<file path="config.mk">
export PLATFORM = sky130hd
export DESIGN_NAME = dispatch_arbiter
export DESIGN_NICKNAME = d
export VERILOG_FILES = /design/src/rtl/dispatch_arbiter.sv
export SDC_FILE = /design/constraint.sdc
export NUM_CORES = 1
export LEC_CHECK = 0
export ABC_AREA = 1
export CAP_MARGIN = 15
export CORE_UTILIZATION = 35
export DETAILED_ROUTE_END_ITERATION = 16
export PLACE_DENSITY = 0.77
export SYNTH_ARGS = -nofsm -noshare
export SYNTH_HDL_FRONTEND = slang
export SYNTH_SLANG_ARGS = --single-unit
</file>
<file path="constraint.sdc">
create_clock -name clk -period 5.2 [get_ports clk]
set_input_delay 1.04 -clock clk [delete_from_list [all_inputs] [get_ports clk]]
set_output_delay 1.04 -clock clk [all_outputs]
set_load 0.01 [all_outputs]
</file>
<file path="src/rtl/dispatch_arbiter.sv">
// Round-robin dispatch of per-thread decoded instructions to RS/BRANCH/LOAD stations,
// gated by per-station credit counters; losers are stalled combinationally.
module dispatch_arbiter #(
    parameter int unsigned NUM_THREADS = 2,
    parameter int unsigned PAYLOAD_W   = 96,
    parameter int unsigned RS_DEPTH    = 8,
    parameter int unsigned BR_DEPTH    = 4,
    parameter int unsigned LD_DEPTH    = 4,
    parameter int unsigned TID_W       = (NUM_THREADS > 1) ? $clog2(NUM_THREADS) : 1
) (
    input  logic                             clk,
    input  logic                             rst,
    input  logic [NUM_THREADS-1:0]           dec_valid_i,
    input  logic [2*NUM_THREADS-1:0]         dec_fu_sel_i,
    input  logic [PAYLOAD_W*NUM_THREADS-1:0] dec_payload_i,
    output logic [NUM_THREADS-1:0]           stall_o,
    output logic                             rs_valid_o,
    output logic                             br_valid_o,
    output logic                             ld_valid_o,
    output logic                             none_valid_o,
    output logic [PAYLOAD_W-1:0]             disp_payload_o,
    output logic [TID_W-1:0]                 disp_tid_o,
    input  logic                             rs_cr_ret_i,
    input  logic                             br_cr_ret_i,
    input  logic                             ld_cr_ret_i,
    input  logic                             flush_i,
    output logic                             credit_err_o
);

    localparam int unsigned RS_CW = $clog2(RS_DEPTH + 1);
    localparam int unsigned BR_CW = $clog2(BR_DEPTH + 1);
    localparam int unsigned LD_CW = $clog2(LD_DEPTH + 1);
    localparam logic [RS_CW-1:0] RS_FULL = RS_CW'(RS_DEPTH);
    localparam logic [BR_CW-1:0] BR_FULL = BR_CW'(BR_DEPTH);
    localparam logic [LD_CW-1:0] LD_FULL = LD_CW'(LD_DEPTH);

    logic [RS_CW-1:0] rs_cnt_q, rs_cnt_d;
    logic [BR_CW-1:0] br_cnt_q, br_cnt_d;
    logic [LD_CW-1:0] ld_cnt_q, ld_cnt_d;
    logic [TID_W-1:0] rr_ptr_q, rr_ptr_d;

    logic [NUM_THREADS-1:0] elig;
    logic [NUM_THREADS-1:0] grant;
    logic                   grant_any;
    logic [TID_W-1:0]       win_tid;
    logic [1:0]             win_sel;
    logic [PAYLOAD_W-1:0]   win_payload;
    logic                   rs_take, br_take, ld_take;
    logic                   err_set;
    int unsigned            idx;

    always_comb begin
        for (int t = 0; t < int'(NUM_THREADS); t++) begin
            case (dec_fu_sel_i[2*t +: 2])
                2'd0:    elig[t] = dec_valid_i[t] && (rs_cnt_q != '0);
                2'd1:    elig[t] = dec_valid_i[t] && (br_cnt_q != '0);
                2'd2:    elig[t] = dec_valid_i[t] && (ld_cnt_q != '0);
                default: elig[t] = dec_valid_i[t];
            endcase
        end
    end

    always_comb begin
        grant_any = 1'b0;
        win_tid   = '0;
        idx       = 0;
        grant     = '0;
        for (int i = 0; i < int'(NUM_THREADS); i++) begin
            idx = (int'(rr_ptr_q) + i) % NUM_THREADS;
            if (!grant_any && elig[idx]) begin
                grant_any = 1'b1;
                win_tid   = TID_W'(idx);
            end
        end
        // Flush and reset suppress the grant, so every valid thread reads as stalled.
        if (flush_i || rst) begin
            grant_any = 1'b0;
        end
        if (grant_any) begin
            grant[win_tid] = 1'b1;
        end
        win_sel     = dec_fu_sel_i[2*int'(win_tid) +: 2];
        win_payload = dec_payload_i[int'(win_tid)*PAYLOAD_W +: PAYLOAD_W];
        stall_o     = dec_valid_i & ~grant;

        if (!grant_any) begin
            rr_ptr_d = rr_ptr_q;
        end else if (int'(win_tid) == int'(NUM_THREADS) - 1) begin
            rr_ptr_d = '0;
        end else begin
            rr_ptr_d = win_tid + 1'b1;
        end
    end

    always_comb begin
        rs_take = grant_any && (win_sel == 2'd0);
        br_take = grant_any && (win_sel == 2'd1);
        ld_take = grant_any && (win_sel == 2'd2);

        // A same-cycle take and return cancel; a lone return at full is dropped.
        rs_cnt_d = rs_cnt_q;
        if (rs_take && !rs_cr_ret_i) begin
            rs_cnt_d = rs_cnt_q - 1'b1;
        end else if (!rs_take && rs_cr_ret_i && rs_cnt_q != RS_FULL) begin
            rs_cnt_d = rs_cnt_q + 1'b1;
        end
        br_cnt_d = br_cnt_q;
        if (br_take && !br_cr_ret_i) begin
            br_cnt_d = br_cnt_q - 1'b1;
        end else if (!br_take && br_cr_ret_i && br_cnt_q != BR_FULL) begin
            br_cnt_d = br_cnt_q + 1'b1;
        end
        ld_cnt_d = ld_cnt_q;
        if (ld_take && !ld_cr_ret_i) begin
            ld_cnt_d = ld_cnt_q - 1'b1;
        end else if (!ld_take && ld_cr_ret_i && ld_cnt_q != LD_FULL) begin
            ld_cnt_d = ld_cnt_q + 1'b1;
        end

        err_set = (!rs_take && rs_cr_ret_i && rs_cnt_q == RS_FULL) ||
                  (!br_take && br_cr_ret_i && br_cnt_q == BR_FULL) ||
                  (!ld_take && ld_cr_ret_i && ld_cnt_q == LD_FULL);
    end

    always_ff @(posedge clk or posedge rst) begin
        if (rst) begin
            rs_cnt_q       <= RS_FULL;
            br_cnt_q       <= BR_FULL;
            ld_cnt_q       <= LD_FULL;
            rr_ptr_q       <= '0;
            rs_valid_o     <= 1'b0;
            br_valid_o     <= 1'b0;
            ld_valid_o     <= 1'b0;
            none_valid_o   <= 1'b0;
            disp_payload_o <= '0;
            disp_tid_o     <= '0;
            credit_err_o   <= 1'b0;
        end else begin
            rs_cnt_q     <= rs_cnt_d;
            br_cnt_q     <= br_cnt_d;
            ld_cnt_q     <= ld_cnt_d;
            rr_ptr_q     <= rr_ptr_d;
            rs_valid_o   <= rs_take;
            br_valid_o   <= br_take;
            ld_valid_o   <= ld_take;
            none_valid_o <= grant_any && (win_sel == 2'd3);
            credit_err_o <= credit_err_o | err_set;
            if (grant_any) begin
                disp_payload_o <= win_payload;
                disp_tid_o     <= win_tid;
            end
        end
    end

endmodule

</file>
### Yosys cells after proc, flatten, opt, wreduce, memory -nomap -nowiden

Cells that the tools add are included.
Widths: inputs -> output; s select.

* flip-flop bits (word level): 113
* input port bits: 204
* output and inout bits: 104
* word-level logic and storage cells: 106

* $add $sub $neg: 8
* $mul: 1
* $lt $le $gt $ge: 4
* equal/unequal tests: 13
* shift operators: 2
* mux-type cells: 21
* bitwise operators: 3
* reductions and logical operators: 43

Operator list (count)
* $shiftx 192x9->96: 1
* $logic_and 1x1->1: 24
* $mux 3: 4
* $mux 1: 11
* $eq 2x2->1 const B: 4
* $mux 4: 2
* $logic_not 1->1: 7
* $add 3x1->3 const B: 2
* $eq 2x1->1 const B: 3
* $eq 3x3->1 const B: 2
* $logic_not 2->1: 3
* $lt 1x2->1 const B: 3
* $ne 3x3->1 const B: 2
* $pmux 1 s3: 2
* $reduce_bool 2->1: 3
* $reduce_bool 3->1: 2
* $sub 3x1->3 const B: 2
* $add 4x1->4 const B: 1
* $eq 4x4->1 const B: 1
* $ne 4x4->1 const B: 1
* $reduce_bool 4->1: 1
* $shiftx 4x3->2: 1
* $sub 4x1->4 const B: 1
* $logic_or 1x1->1: 3
* other kinds (8): 9

### Logic depth before layout (Yosys ltp)

Gate-level depths: netlist of the first run.

* depth after elaboration: 18
* depth in mapped cells: 23
* depth with buffers taken out: 23

### Worst setup path after synthesis of the first run

Ideal clock, no wire load.

* path type: input-to-output
* start point: in rst
* end point: out stall_o[1]
* data arrival time: 4.441 ns
* slack: -0.281 ns
* stages on the path: 7
* cell sequence: inv_1 -> nand2_2 -> nor2_8 -> inv_4 -> nor2_4 -> buf_2 -> nor2_1

* longest elaborated chain between the ends: 5

Ends and longest elaborated chain
* from (decl): RTL line 12 `input logic rst,`
* $logic_or 1x1->1: RTL line 76 `if (flush_i || rst) begin`
* $mux 1: RTL line 76
* $mux 2: RTL line 79 `if (grant_any) begin`
* $not 2->2: RTL line 84 `stall_o = dec_valid_i & ~grant;`
* $and 2x2->2: RTL line 84
* to (decl): RTL line 16 `output logic [NUM_THREADS-1:0] stall_o,`

Every way passes these cells.

### Worst setup path in the final report of the first run

* start point: in dec_fu_sel_i[2]
* end point: out stall_o[0]

* longest elaborated chain between the ends: 15
* elaborated cells between the ends (all ways): 23

Ends and longest elaborated chain
* from (decl): RTL line 14 `input logic [2*NUM_THREADS-1:0] dec_fu_sel_i,`
* $eq 2x2->1, or another cell as far along: RTL line 54 `case (dec_fu_sel_i[2*t +: 2])`
* $pmux 1 s3 *: RTL line 54
* $mux 1 (implied by the code) (2 in series): RTL line 70 `if (!grant_any && elig[idx]) begin`
* $mux 1: RTL line 70
* $logic_not 1->1: RTL line 70
* $logic_and 1x1->1: RTL line 70
* $mux 1: RTL line 70
* $lt 1x2->1 (implied by the code) or $ge 1x1->1 (tied branches): RTL line 80 `grant[win_tid] = 1'b1;`
* $logic_and 1x1->1 (implied by the code): RTL line 80
* $mux 1 (implied by the code): RTL line 80
* $demux 1 s1: RTL line 80
* $mux 2 *: RTL line 79
* $not 2->2 *: RTL line 84
* $and 2x2->2 *: RTL line 84

Mark *: on every way between the ends. The rest lies on a longest branch, timed or not. The select of a mux whose other input is x is not followed.

==> results.sh, run 1 <==
export IMPL_critPathKind="in2out"
export IMPL_drive_gt1_share_pct=6.030
export IMPL_period_minus_slack_ns=4.421
export IMPL_peakVddDrop_v=0.0002293
export IMPL_clkSinkCount=113
export IMPL_arrival_ns=3.38
export IMPL_syn_nets=897
export IMPL_p_leak_nw=4.203
export IMPL_pwr_share_comb_pct=39.5
export IMPL_synth_edf_count=0
export IMPL_cts_resized=0
export IMPL_ys_types=28
export IMPL_track_usage_pct=22.43
export IMPL_endpoint_kind="output port"
export IMPL_crit_required_ns=4.16
export IMPL_max_slew_margin_pct=29.11
export IMPL_placeableCoreArea_sq_um=15150
export IMPL_p_clk_share_pct=26.0
export IMPL_gp_congestion=0.8692
export IMPL_overflow=0
export IMPL_wire_per_inst_microns=14.81
export IMPL_start_kind="input port"
export IMPL_dp_hpwl_mm=12.51
export IMPL_slew_viol_final=0
export IMPL_grt_max_degree=97
export IMPL_drt_iter0_drc=383
export IMPL_vias=5534
export IMPL_p_per_area_nw_per_um2=456.2
export IMPL_final_common_cell="nand2_1"
export IMPL_synth_ff_type="dfrtp_1"
export IMPL_syn_inst=682
export IMPL_cts_hold_buf=0
export IMPL_clkSlewWorstSetupHoldPaths_ns=0.05
export IMPL_avgSynthCellArea_sq_um=7.946
export IMPL_setup_viol=0
export IMPL_grt_pass1_wl_mm=27.83
export IMPL_worst_pin_slew_ns=1.063
export IMPL_cts_tree="built"
export IMPL_seqPwrFrac_pct=34.5
export IMPL_final_antenna_net_count=0
export IMPL_maxCapViolations=0
export IMPL_setup_tns_ns=0
export IMPL_yosysTopAreaCellShare_pct=50.80
export IMPL_drc=0
export IMPL_synth_seq_cells=113
export IMPL_synth_area_leaders="dfrtp_1 51%, nand2_1 24%, nand3_1 10%"
export IMPL_crit_fanout=9
export IMPL_firstDrtPassIters=4
export IMPL_period_share_pct=85.02
export IMPL_power_w=0.004169
export IMPL_cts_buffers_inserted=17
export IMPL_syn_area_sq_um=5419
export IMPL_routed_wl_mm=17.52
export IMPL_max_freq_mhz=226.2
export IMPL_port_buffer_count=307
export IMPL_yosysTopAreaCell="dfrtp_1"
export IMPL_p_int_w=0.002844
export IMPL_async_flop_share_pct=100.0
export IMPL_num_rows=45
export IMPL_yosysSeqAreaShare_pct=52.25
export IMPL_syn2layout_area_growth_pct=68.64
export IMPL_grt_pass1_vias=5502
export IMPL_fp_dieW_microns=126.4
export IMPL_antenna_found_initial=0
export IMPL_min_path_type="reg2reg"
export IMPL_die_y_microns=126.4
export IMPL_rsz0062_at_grt="no"
export IMPL_post_route_util_pct=60.34
export IMPL_antenna_cells=0
export IMPL_status="finished clean"
export IMPL_clock_latency_ns=0.40
export IMPL_final_nets=1200
export IMPL_cts_max_level=4
export IMPL_skew_ns=0.006983
export IMPL_yosysWarnings=0
export IMPL_final_cell_mix="343 x nand2_1, 307 x clkdlybuf4s50_1, 113 x nand3_1"
export IMPL_dieArea_sq_um=15980
export IMPL_postCtsSetupRepairBufs=0
export IMPL_cts_root_buf="clkbuf_16"
export IMPL_p_sw_share_pct=31.78
export IMPL_drt_vias_per_instance=4.678
export IMPL_finalHoldViolCount=0
export IMPL_initial_utilization_pct=35.78
export IMPL_clockBufferDepth=2
export IMPL_p_sw_w=0.001325
export IMPL_num_io_pins=308
-- synth_stat cells, types with 2 or more instances --
| cell | n |
|---|---|
| nand2_1 | 343 |
| nand3_1 | 113 |
| dfrtp_1 | 110 |
| inv_1 | 30 |
| buf_2 | 17 |
| nand2_2 | 9 |
| ha_1 | 8 |
| nor2_1 | 8 |
| buf_6 | 7 |
| clkbuf_1 | 5 |
| o21ai_1 | 4 |
| dfstp_2 | 3 |
| fa_1 | 3 |
| inv_2 | 3 |
| nand4_1 | 3 |
| nor2_2 | 3 |
| nor2_4 | 2 |
-- layout make-up --
cell class	instances	area (sq um)
clock buffers	23	488.0
clock inverters	6	57.56
fillers	1289	6007
inverters	34	133.9
multi-input cells	505	2267
flip-flops and latches	113	2831
well taps	188	235.2
repair buffers	314	3126
-- layer usage --
metal	up-vias	GRT usage, %	routed length (microns)
met5	-	0	0
met4	0	7.583	369
met3	21	7.254	1346
met2	204	38.80	8487
met1	2565	26.18	7317
li1	2744	-	-
-- flip-flops by register name (all words and copies together), names as in the netlist --
| name | cells |
|---|---|
| rs_valid_o | 1 |
| none_valid_o | 1 |
| br_cnt_q | 3 |
| rr_ptr_q | 1 |
| ld_valid_o | 1 |
| disp_payload_o | 96 |
| br_valid_o | 1 |
| credit_err_o | 1 |
| rs_cnt_q | 4 |
| disp_tid_o | 1 |
| ld_cnt_q | 3 |
-- stage by stage --
| step | setup slack [ns] | hold WS [ns] | cells | area [sq um] |
|---|---|---|---|---|
| finish | 0.7791 | 0.4846 | 1183 | 9139 |
| global route | 0.5547 | 0.5028 | 1183 | 9139 |
| CTS | 0.7614 | 0.4908 | 1183 | 9139 |
| detailed placement | 0.7886 | 0.4791 | 1154 | 8593 |
| global placement | 0.8257 | 0.4666 | 1154 | 8593 |
| floorplan | 0.5324 | 0.4567 | 682 | 5423 |
-- power by group through the flow --
stage | registers (W) | clock network [W] | logic [W]
final | 0.00144 | 0.00108 | 0.00165
after global routing | 0.00148 | 0.00115 | 0.00180
after CTS | 0.00144 | 0.00111 | 0.00167
after detailed placement | 0.00144 | 0 | 0.00166
after global placement | 0.00144 | 0 | 0.00164
after floorplan | 0.00158 | 0 | 0.000572
-- logic make-up after synthesis --
logic type / Yosys count / share of synthesized area, %
compound gates: 9 / 1.131
flops: 113 / 52.25
fa+ha+maj: 11 / 2.956
buf+inv: 64 / 5.911
xor+xnor: 1 / 0.1617
simple gates: 484 / 37.59
-- worst paths after layout --
| kind | start | end | slack (ns) | cells past startpoint |
|---|---|---|---|---|
| worst min register to register | br_cnt_q[2]$_DFFE_PP1P_ | br_cnt_q[2]$_DFFE_PP1P_ | 0.48 | 2 |
| max in group asynchronous | rst | disp_payload_o[0]$_DFFE_PP0P_ | 2.69 | 4 |
| worst max register to register | br_cnt_q[2]$_DFFE_PP1P_ | disp_payload_o[49]$_DFFE_PP0P_ | 2.34 | 16 |
| worst max-delay path | dec_fu_sel_i[2] | stall_o[0] | 0.78 | 13 |
| min in group asynchronous | rst | disp_payload_o[18]$_DFFE_PP0P_ | 1.23 | 3 |
| worst min-delay path | br_cnt_q[2]$_DFFE_PP1P_ | br_cnt_q[2]$_DFFE_PP1P_ | 0.48 | 2 |
-- critical path: stages --
cell	delay [ns]
clkdlybuf4s50_1	0.55
inv_1	0.09
ha_1	0.32
a21oi_2	0.23
nand2_1	0.09
nand2_1	0.06
nand2_1	0.06
nand2_2	0.10
nor2_8	0.06
nand2_1	0.10
inv_2	0.04
nor2_1	0.08
clkdlybuf4s50_1	0.55
Note: power is estimated with default switching activity, not from simulation.
==> run 2: changes to the inputs <==
Settings changed: TNS_END_PERCENT set to 5.
==> results of run 2 <==
The final DEF is identical to that of run 1; final timing and power are the same.
==> run 3: changes to the inputs <==
Settings changed: ABC_AREA 1 to unset, REMOVE_ABC_BUFFERS set to 1.
==> run 3 against run 2 <==
Count of clock-buffer cells in the layout grew 2. Global-route usage is essentially flat. Worst setup slack lost 0.39 ns. Non-clock buffer count grew 4. Largest power group unchanged. Routed wire length grew 4.8%. Utilization grew 0.96 points.
==> results.sh, run 3 <==
export IMPL_status="finished clean"
export IMPL_syn_inst=657
export IMPL_maxCapViolations=0
export IMPL_num_rows=45
export IMPL_period_share_pct=92.59
export IMPL_max_freq_mhz=207.7
export IMPL_dp_hpwl_mm=13.07
export IMPL_synth_most_common_cell="nand2_1"
export IMPL_wire_per_inst_microns=15.63
export IMPL_yosysSeqAreaShare_pct=51.07
export IMPL_synth_seq_cells=113
export IMPL_cts_hold_buf=0
export IMPL_ys_top_cells_by_count="206 x nand2_1, 110 x dfrtp_1, 101 x nor2_1"
export IMPL_fp_dieW_microns=127.9
export IMPL_postCtsSetupRepairBufs=0
export IMPL_period_minus_slack_ns=4.815
export IMPL_setup_tns_ns=0
export IMPL_cp_slowest_cell="clkdlybuf4s50_1"
export IMPL_crit_fanout=16
export IMPL_grt_pass1_vias=5232
export IMPL_gp_congestion=0.9018
export IMPL_crit_start="dec_fu_sel_i[0]"
export IMPL_avgSynthCellArea_sq_um=8.438
export IMPL_grt_max_degree=119
export IMPL_clock_latency_ns=0.41
export IMPL_regArea_sq_um=2831
export IMPL_p_leak_nw=3.928
export IMPL_crit_path_cell_trace="clkdlybuf4s50_1 > inv_1 > ha_1 > a21oi_1 > nand3_1 > a32oi_2 > nand2_4 > a21oi_1 > clkdlybuf4s50_1"
export IMPL_vias=5772
export IMPL_fillers=1313
export IMPL_synth_edf_count=0
export IMPL_hp_start="disp_tid_o$_DFFE_PP0P_"
export IMPL_p_per_area_nw_per_um2=444.0
export IMPL_clockBufferDepth=2
export IMPL_largest_register="disp_payload_o"
export IMPL_clkSinkCount=113
export IMPL_endpoint_kind="output port"
export IMPL_drc=0
export IMPL_syn2layout_area_growth_pct=69.33
export IMPL_die_y_microns=127.9
export IMPL_dieArea_sq_um=16350
export IMPL_multi_input_area_sq_um=2492
export IMPL_finalHoldViolCount=0
export IMPL_cts_root_buf="clkbuf_16"
export IMPL_firstDrtPassIters=4
export IMPL_syn_area_sq_um=5544
export IMPL_grt_pass1_wl_mm=28.17
export IMPL_r2r_start="rs_cnt_q[1]$_DFFE_PP0P_"
export IMPL_drt_iter0_drc=330
export IMPL_rsz0062_at_grt="no"
export IMPL_drt_vias_per_instance=4.912
export IMPL_yosysWarnings=0
export IMPL_dp_slack_ns=0.4477
export IMPL_antenna_cells=0
export IMPL_track_usage_pct=22.42
export IMPL_initial_utilization_pct=36.20
export IMPL_final_common_cell="clkdlybuf4s50_1"
export IMPL_yosysTopAreaCellShare_pct=49.65
export IMPL_largest_reg_flops=96
export IMPL_arrival_ns=3.77
export IMPL_fin_ws_ns=0.3853
export IMPL_cts_tree="built"
export IMPL_final_cell_mix="307 x clkdlybuf4s50_1, 205 x nand2_1, 110 x dfrtp_1"
export IMPL_port_buffer_count=307
export IMPL_drive_gt1_share_pct=5.913
export IMPL_final_nets=1168
export IMPL_whs_path_depth=2
export IMPL_placeableCoreArea_sq_um=15310
export IMPL_setup_viol=0
export IMPL_max_slew_margin_pct=27.04
export IMPL_crit_required_ns=4.16
export IMPL_min_path_type="reg2reg"
export IMPL_antenna_found_initial=0
export IMPL_reg2reg_depth=14
export IMPL_final_antenna_net_count=0
export IMPL_cts_buffers_inserted=17
export IMPL_start_kind="input port"
export IMPL_peakVddDrop_v=0.0002085
export IMPL_routed_wl_mm=18.36
export IMPL_ys_types=45
export IMPL_cts_max_level=4
export IMPL_synth_ff_type="dfrtp_1"
export IMPL_slowest_delay_ns=0.60
export IMPL_critPathKind="in2out"
export IMPL_num_io_pins=308
export IMPL_yosysTopAreaCell="dfrtp_1"
export IMPL_synth_area_leaders="dfrtp_1 50%, nand2_1 14%, a31oi_1 11%"
export IMPL_post_route_util_pct=61.30
export IMPL_worst_pin_slew_ns=1.094
export IMPL_slew_viol_final=0
export IMPL_cts_resized=0
export IMPL_clkSlewWorstSetupHoldPaths_ns=0.05
export IMPL_async_flop_share_pct=100.0
export IMPL_largestRegisters="disp_payload_o x96, rs_cnt_q x4"
export IMPL_overflow=0
export IMPL_skew_ns=0.007240
-- run 3: cell types whose count changed in the layout (fill, tap and decap cells not counted), moves of 4 or more --
cell | previous run | this run
nand3_1 | 113 | 6
inv_1 | 29 | 17
nor3_1 | 0 | 6
a21oi_1 | 1 | 11
nor2_1 | 8 | 101
nand2_1 | 343 | 205
o21ai_1 | 4 | 0
nand2_2 | 9 | 0
a31oi_1 | 1 | 97
-- run 3: power by group --
group	switching, W	internal [W]
Combinational	0.000776	0.000897
Sequential	0.000194	0.00120
Clock	0.000386	0.000712
-- run 3: per-stage QoR --
| stage | hold WS, ns | total power (W) | instance area [sq um] | instances |
|---|---|---|---|---|
| 6_report | 0.4794 | 0.004168 | 9388 | 1175 |
| 3_5_place_dp | 0.4760 | 0.003094 | 8830 | 1145 |
| 2_1_floorplan | 0.5162 | 0.002179 | 5383 | 616 |
| 5_1_grt | 0.5179 | 0.004426 | 9388 | 1175 |
| 3_3_place_gp | 0.4646 | 0.003063 | 8830 | 1145 |
| 4_1_cts | 0.4881 | 0.004212 | 9388 | 1175 |
-- run 3: cell type report --
cell class | instances | share of cell area (%)
clock buffers | 25 | 5.385
flip-flops and latches | 113 | 30.16
multi-input cells | 484 | 26.55
well taps | 211 | 2.812
repair buffers | 318 | 33.75
clock inverters | 5 | 0.5598
inverters | 19 | 0.7864
-- run 3: cell families (layout without fill, tap and decap cells) --
family | Yosys count | count (layout) | share of synthesized area (%)
multiplexers | 5 | 5 | 1.061
flip-flops | 113 | 113 | 51.07
buffers and inverters | 60 | 367 | 4.197
AO/OA/AOI/OAI | 136 | 136 | 16.72
AND/OR/NAND/NOR | 325 | 325 | 22.95
XOR/XNOR | 7 | 7 | 1.106
adder cells (fa/ha/maj) | 11 | 11 | 2.889
-- run 3: path summary, 6_finish.rpt --
path	slack [ns]	to
setup / recovery	0.39	stall_o[0]
hold / removal	0.48	disp_tid_o$_DFFE_PP0P_
setup reg to reg	1.84	rs_cnt_q[3]$_DFFE_PP1P_
hold reg to reg	0.48	disp_tid_o$_DFFE_PP0P_
max in group asynchronous	2.97	disp_payload_o[19]$_DFFE_PP0P_
min in group asynchronous	1.31	disp_tid_o$_DFFE_PP0P_
-- run 3: critical path: cells and delay by family --
| kind | cells | cell delay [ns] |
|---|---|---|
| AO/OA/AOI/OAI | 3 | 0.72 |
| adder cells (fa/ha/maj) | 1 | 0.35 |
| buffers and inverters | 3 | 1.29 |
| AND/OR/NAND/NOR | 2 | 0.36 |
-- run 3: routing by layer --
metal | up-vias | track usage (%) | share of wire (%)
met5 | - | 0 | 0
met4 | 0 | 8.720 | 2.4
met3 | 30 | 6.386 | 7.8
met2 | 237 | 37.66 | 50
met1 | 2680 | 27.20 | 40
li1 | 2825 | - | -
